==> config.mk <==
export PLATFORM = sky130hd
export DESIGN_NAME = gate_seq_loop_control
export DESIGN_NICKNAME = d
export VERILOG_FILES = /design/src/rtl/loop_ctrl_pkg.sv /design/src/rtl/sync2_loop_control.sv /design/src/rtl/gate_seq_loop_control.sv
export SDC_FILE = /design/constraint.sdc
export NUM_CORES = 1
export LEC_CHECK = 0
export ABC_AREA = 0
export BUFFER_PORTS_ARGS = -buffer_cell sky130_fd_sc_hd__clkbuf_2
export CORE_UTILIZATION = 64
export CTS_BUF_LIST = sky130_fd_sc_hd__clkbuf_4 sky130_fd_sc_hd__clkbuf_8
export CTS_CLUSTER_SIZE = 25
export DETAILED_ROUTE_END_ITERATION = 8
export GPL_TIMING_DRIVEN = 1
export PLACE_DENSITY = 0.87
export SLEW_MARGIN = 20
export SYNTH_ARGS = -nofsm -noshare
export SYNTH_HDL_FRONTEND = slang
export SYNTH_HIERARCHICAL = 1
export SYNTH_SLANG_ARGS = --single-unit
==> constraint.sdc <==
create_clock -name CLK -period 8.1 [get_ports CLK]
set_input_delay 0.405 -clock CLK [delete_from_list [all_inputs] [get_ports CLK]]
set_output_delay 0.405 -clock CLK [all_outputs]
set_load 0.01 [all_outputs]
==> src/rtl/loop_ctrl_pkg.sv <==
// rtl/loop_ctrl_pkg.sv - shared state encoding and default sizing for the gate sequencer
package loop_ctrl_pkg;

    localparam int DT_W_DEF    = 6;
    localparam int TMO_W_DEF   = 8;
    localparam int TMO_MAX_DEF = 200;
    localparam int MIN_ON_DEF  = 4;

    typedef enum logic [2:0] {
        ST_IDLE  = 3'd0,
        ST_LS_ON = 3'd1,
        ST_DTLH  = 3'd2,
        ST_HS_ON = 3'd3,
        ST_DTHL  = 3'd4,
        ST_FLT   = 3'd5
    } state_e;

endpackage

==> src/rtl/sync2_loop_control.sv <==
// rtl/sync2_loop_control.sv - two-flop synchroniser with selectable reset value
module sync2_loop_control #(
    parameter logic RST_VAL = 1'b0
) (
    input  logic i_clk,
    input  logic i_rstn,
    input  logic i_d,
    output logic o_q
);

    logic r_meta;
    logic r_sync;

    always_ff @(posedge i_clk or negedge i_rstn) begin
        if (!i_rstn) begin
            r_meta <= RST_VAL;
            r_sync <= RST_VAL;
        end else begin
            r_meta <= i_d;
            r_sync <= r_meta;
        end
    end

    assign o_q = r_sync;

endmodule

==> src/rtl/gate_seq_loop_control.sv <==
// rtl/gate_seq_loop_control.sv - break-before-make high/low-side gate sequencer
module gate_seq_loop_control
    import loop_ctrl_pkg::*;
#(
    parameter int DT_W    = DT_W_DEF,
    parameter int TMO_W   = TMO_W_DEF,
    parameter int TMO_MAX = TMO_MAX_DEF,
    parameter int MIN_ON  = MIN_ON_DEF
) (
    input  logic            CLK,
    input  logic            RSTN,
    input  logic            CELV,
    input  logic            CELG,
    input  logic            SUB,
    input  logic            EN,
    input  logic            PWM_REQ,
    input  logic            FAULT_IN,
    input  logic            HS_OFF_FB,
    input  logic            LS_OFF_FB,
    input  logic [DT_W-1:0] DT_HL,
    input  logic [DT_W-1:0] DT_LH,
    output logic            HS_EN,
    output logic            LS_EN,
    output logic            FAULT,
    output logic [2:0]      STATE
);

    localparam int ON_W = $clog2(MIN_ON + 1);
    localparam logic [ON_W-1:0] ON_ONE = ON_W'(1);
    localparam logic [ON_W-1:0] ON_MIN = ON_W'(MIN_ON);

    logic w_pwm_s;
    logic w_fault_s;
    logic w_hs_fb_s;
    logic w_ls_fb_s;
    logic w_unused_supply;

    assign w_unused_supply = CELV & CELG & SUB;

    sync2_loop_control #(.RST_VAL(1'b0)) u_sync_pwm (
        .i_clk(CLK), .i_rstn(RSTN), .i_d(PWM_REQ), .o_q(w_pwm_s)
    );
    sync2_loop_control #(.RST_VAL(1'b0)) u_sync_fault (
        .i_clk(CLK), .i_rstn(RSTN), .i_d(FAULT_IN), .o_q(w_fault_s)
    );
    // Feedback resets to "gate off" so the first dead time after reset is not stalled
    sync2_loop_control #(.RST_VAL(1'b1)) u_sync_hs_fb (
        .i_clk(CLK), .i_rstn(RSTN), .i_d(HS_OFF_FB), .o_q(w_hs_fb_s)
    );
    sync2_loop_control #(.RST_VAL(1'b1)) u_sync_ls_fb (
        .i_clk(CLK), .i_rstn(RSTN), .i_d(LS_OFF_FB), .o_q(w_ls_fb_s)
    );

    state_e            r_state;
    logic              r_hs_en;
    logic              r_ls_en;
    logic              r_fault;
    logic [TMO_W-1:0]  r_cnt;
    logic [DT_W-1:0]   r_dt;
    logic [ON_W-1:0]   r_on;

    logic [TMO_W:0]    w_cnt_inc;
    logic [TMO_W:0]    w_dt_ext;
    logic              w_dt_done;
    logic              w_tmo;
    logic              w_on_sat;
    logic [ON_W-1:0]   w_on_nxt;

    // Dead time is done once the cycle being completed is number r_dt; DT=0 behaves as DT=1
    assign w_cnt_inc = {1'b0, r_cnt} + {{TMO_W{1'b0}}, 1'b1};
    assign w_dt_ext  = {{(TMO_W + 1 - DT_W){1'b0}}, r_dt};
    assign w_dt_done = (w_cnt_inc >= w_dt_ext);
    assign w_tmo     = (w_cnt_inc == (TMO_W + 1)'(TMO_MAX));
    assign w_on_sat  = (r_on >= ON_MIN);
    assign w_on_nxt  = w_on_sat ? r_on : r_on + ON_ONE;

    always_ff @(posedge CLK or negedge RSTN) begin
        if (!RSTN) begin
            r_state <= ST_IDLE;
            r_hs_en <= 1'b0;
            r_ls_en <= 1'b0;
            r_fault <= 1'b0;
            r_cnt   <= '0;
            r_dt    <= '0;
            r_on    <= '0;
        end else if (!EN) begin
            r_state <= ST_IDLE;
            r_hs_en <= 1'b0;
            r_ls_en <= 1'b0;
            r_fault <= 1'b0;
            r_cnt   <= '0;
            r_on    <= '0;
        end else if (w_fault_s && (r_state != ST_IDLE)) begin
            r_state <= ST_FLT;
            r_hs_en <= 1'b0;
            r_ls_en <= 1'b0;
            r_fault <= 1'b1;
            r_cnt   <= '0;
            r_on    <= '0;
        end else begin
            case (r_state)
                ST_IDLE: begin
                    if (w_pwm_s) begin
                        r_state <= ST_DTLH;
                        r_cnt   <= '0;
                        r_dt    <= DT_LH;
                    end else begin
                        r_state <= ST_LS_ON;
                        r_ls_en <= 1'b1;
                        r_on    <= ON_ONE;
                    end
                end
                ST_LS_ON: begin
                    if (w_pwm_s && w_on_sat) begin
                        r_state <= ST_DTLH;
                        r_ls_en <= 1'b0;
                        r_cnt   <= '0;
                        r_dt    <= DT_LH;
                    end else begin
                        r_on    <= w_on_nxt;
                    end
                end
                ST_DTLH: begin
                    if (w_tmo) begin
                        r_state <= ST_FLT;
                        r_fault <= 1'b1;
                        r_cnt   <= '0;
                    end else if (w_dt_done && w_ls_fb_s) begin
                        r_state <= ST_HS_ON;
                        r_hs_en <= 1'b1;
                        r_on    <= ON_ONE;
                    end else begin
                        r_cnt   <= w_cnt_inc[TMO_W-1:0];
                    end
                end
                ST_HS_ON: begin
                    if (!w_pwm_s && w_on_sat) begin
                        r_state <= ST_DTHL;
                        r_hs_en <= 1'b0;
                        r_cnt   <= '0;
                        r_dt    <= DT_HL;
                    end else begin
                        r_on    <= w_on_nxt;
                    end
                end
                ST_DTHL: begin
                    if (w_tmo) begin
                        r_state <= ST_FLT;
                        r_fault <= 1'b1;
                        r_cnt   <= '0;
                    end else if (w_dt_done && w_hs_fb_s) begin
                        r_state <= ST_LS_ON;
                        r_ls_en <= 1'b1;
                        r_on    <= ON_ONE;
                    end else begin
                        r_cnt   <= w_cnt_inc[TMO_W-1:0];
                    end
                end
                ST_FLT: begin
                    r_hs_en <= 1'b0;
                    r_ls_en <= 1'b0;
                    r_fault <= 1'b1;
                end
                default: begin
                    r_state <= ST_IDLE;
                    r_hs_en <= 1'b0;
                    r_ls_en <= 1'b0;
                end
            endcase
        end
    end

    assign HS_EN = r_hs_en;
    assign LS_EN = r_ls_en;
    assign FAULT = r_fault;
    assign STATE = r_state;

endmodule

==> metrics.cfg <==
[global_routing]
grt-ovfl-total = 0
antenna_found_initial = 0
grt_pass1_vias = 1542
grt_use_total = 0.280
grt_max_degree = 32
grt_pass1_wl_mm = 6.89

[sta]
hold_viol_final = 0
finalMaxSlewViolations = 0
slew_headroom = 0.484
fin_tns_setup_ns = 0
fin_crit_sh = 0.403
period_minus_slack_ns = 3.26
clock.fmax_ghz = 0.306
rsz0062_at_grt = no
skew_ns = 0.0128
setup_viol = 0
worst_slack_ns = 4.84
worst_pin_slew_ns = 0.774

[place]
globalplace.congestion = 0.900
io_buffer_count = 24
preCtsSetupSlack_ns = 4.88
dp_hpwl_mm = 2.82

[critical_path]
path_max_fanout = 8
critPathCaptureType = flip-flop
crit_top_cell = ha_1
worstPathArrival_ns = 3.49
timing.critical_path.buf_inv = 0
critical_path_class = flip-flop to flip-flop
startpoint_type = flip-flop
crit_family = compound AO/OA/AOI/OAI gates
path_cells = ha_1 -> and2_1 -> nand2_1 -> xnor2_1 -> ha_1 -> a211oi_1 -> o21ai_0 -> a32oi_2 -> nor4_4 -> a22o_1 -> mux2_4
slowest_delay_ns = 0.48
cp.required_ns = 8.33
cp_slowest_cell = dfrtp_1

[logic_synthesis]
ys_types = 50
ys_dominant_reg_cell = dfrtp_1
syn_nets = 240
synth_largest_area_cell = dfrtp_1
syn-cell-area_um2 = 1950
synth-seq-cells = 31
post_synth.cell_area_avg_um2 = 9.29
yosys.area.top_type_share = 0.346
async_reset_ff_frac = 1.00
synth_edf_count = 0
yosysWarnings = 6
syn_inst = 210
seq_area_frac_synth = 0.400
synthTopCellsByArea = dfrtp_1, dfstp_2, o21ai_0

[cts]
worstSkewPairLatency_ns = 0.34
postCtsSetupRepairBufs = 0
post_cts_resized = 0
clock_path_buffers = 2
ctsHoldBuffers = 0
root_buffer = clkbuf_4
htreeDepth = 2
cts.sinks = 31
clk_pin_slew_ns = 0.10
cts_buffers = 5
cts_tree = built

[floorplan]
start_util = 0.690
core_area_um2 = 2830
std_cell_rows = 19
fp.dieW_um = 57.2
io_pins = 28
die_h_um = 57.2
die-area_um2 = 3270

[power]
ir_worst_vdd_v = 0.000152
total_power_w = 0.000513
leakage_nw = 0.980
powerDensity_nw_per_um2 = 241

[cells_and_area]
multi_input_area_um2 = 1060
layout.nets = 261
final_common_cell = dfrtp_1
antenna_cells = 0
fill_cells = 196
seq_area_um2 = 781
area_growth_pct = 8.78
final_cell_mix = dfrtp_1, clkbuf_2, o21ai_0, nand2_1, nor2_1
final_layout_size_suffix_gt1_frac = 0.203

[route]
drc = 2
drtAntennaViolNets = 0
firstDrtPassIters = 6
routedWlPerCell_um = 15.0
drt_iter0_drc = 101
vias_per_cell = 6.57
vias = 1727
wl_mm = 3.94

[run_status]
status = finished with violations
violations = DRC

[hold_path]
hold_path.class = primary input to asynchronous set/reset pin

[job]
maxCapViolations = 0

[synthesized netlist by cell type, drive strengths merged, types with 6 or more instances]
library cell,number
ha,8
a21oi,14
nand2,18
dfrtp,27
mux2,6
nor2,16
o21ai,22
clkbuf,7
mux2i,8
inv,13
[worst paths after layout]
kind | cells past startpoint | slack, ns | startpoint | end
setup / recovery | 11 | 4.84 | r_cnt[0] | r_cnt[4]
hold / removal | 1 | 0.12 | RSTN | STATE[2]
setup reg to reg | 11 | 4.84 | r_cnt[0] | r_cnt[4]
hold reg to reg | 0 | 0.34 | u_sync_fault/r_meta | u_sync_fault/o_q
max in group asynchronous | 1 | 7.48 | RSTN | r_on[0]
min in group CLK | 1 | 0.15 | LS_OFF_FB | u_sync_ls_fb/r_meta
[routing by layer]
metal  global-route usage  part of all wire  vias up
li1                     -                 -      803
met1                0.377              0.43      810
met2                0.442              0.46      102
met3               0.0612             0.089       12
met4                0.111             0.021        0
met5                    0                 0        -
[metrics by stage]
| step | area (um2) | utilization | cells | hold slack, ns |
|---|---|---|---|---|
| floorplan | 1950 | - | 210 | 0.109 |
| global placement | 2050 | 0.725 | 255 | 0.333 |
| detailed placement | 2050 | 0.725 | 255 | 0.336 |
| CTS | 2120 | 0.751 | 263 | 0.136 |
| global route | 2120 | 0.751 | 263 | 0.127 |
| finish | 2120 | 0.751 | 263 | 0.124 |
[cells by family (layout without fill, tap and decap cells)]
group	after synthesis	count (layout)	share of synthesized area
and+or+nand+nor	63	63	0.167
AOI/OAI and AO/OA	66	66	0.225
buffers and inverters	24	46	0.0577
adders and majority gates	8	8	0.0513
DFF	31	31	0.400
xor gates and xnor gates	4	4	0.0180
muxes	14	14	0.0814
[worst reg2reg max path, cell delays in order (launching register included)]
cell      delay [ns]
dfrtp_1         0.48
ha_1            0.28
and2_1          0.20
nand2_1         0.08
xnor2_1         0.16
ha_1            0.30
a211oi_1        0.07
o21ai_0         0.11
a32oi_2         0.19
nor4_4          0.48
a22o_1          0.48
mux2_4          0.34
[flip-flops by register name (all words and copies together) (netlist names)]
signal	count
u_sync_hs_fb/o_q	1
r_cnt	8
FAULT	1
r_dt	6
r_on	3
u_sync_ls_fb/r_meta	1
u_sync_fault/r_meta	1
STATE	3
u_sync_pwm/r_meta	1
u_sync_hs_fb/r_meta	1
u_sync_pwm/o_q	1
u_sync_fault/o_q	1
HS_EN	1
u_sync_ls_fb/o_q	1
LS_EN	1
[area by class of cell]
class | count | share of cell area
clock buffer | 8 | 0.0342
inverter | 14 | 0.0247
multi-input combinational | 155 | 0.499
sequential | 31 | 0.368
tap | 31 | 0.0183
timing repair buffer | 24 | 0.0566
[power by group]
part           total, W  internal [W]  switching (W)
logic          0.000183     0.0000762       0.000107
clock network  0.000107     0.0000544      0.0000527
registers      0.000222      0.000183      0.0000396
total          0.000513      0.000313       0.000199
Note: power is estimated with default switching activity, not from simulation.
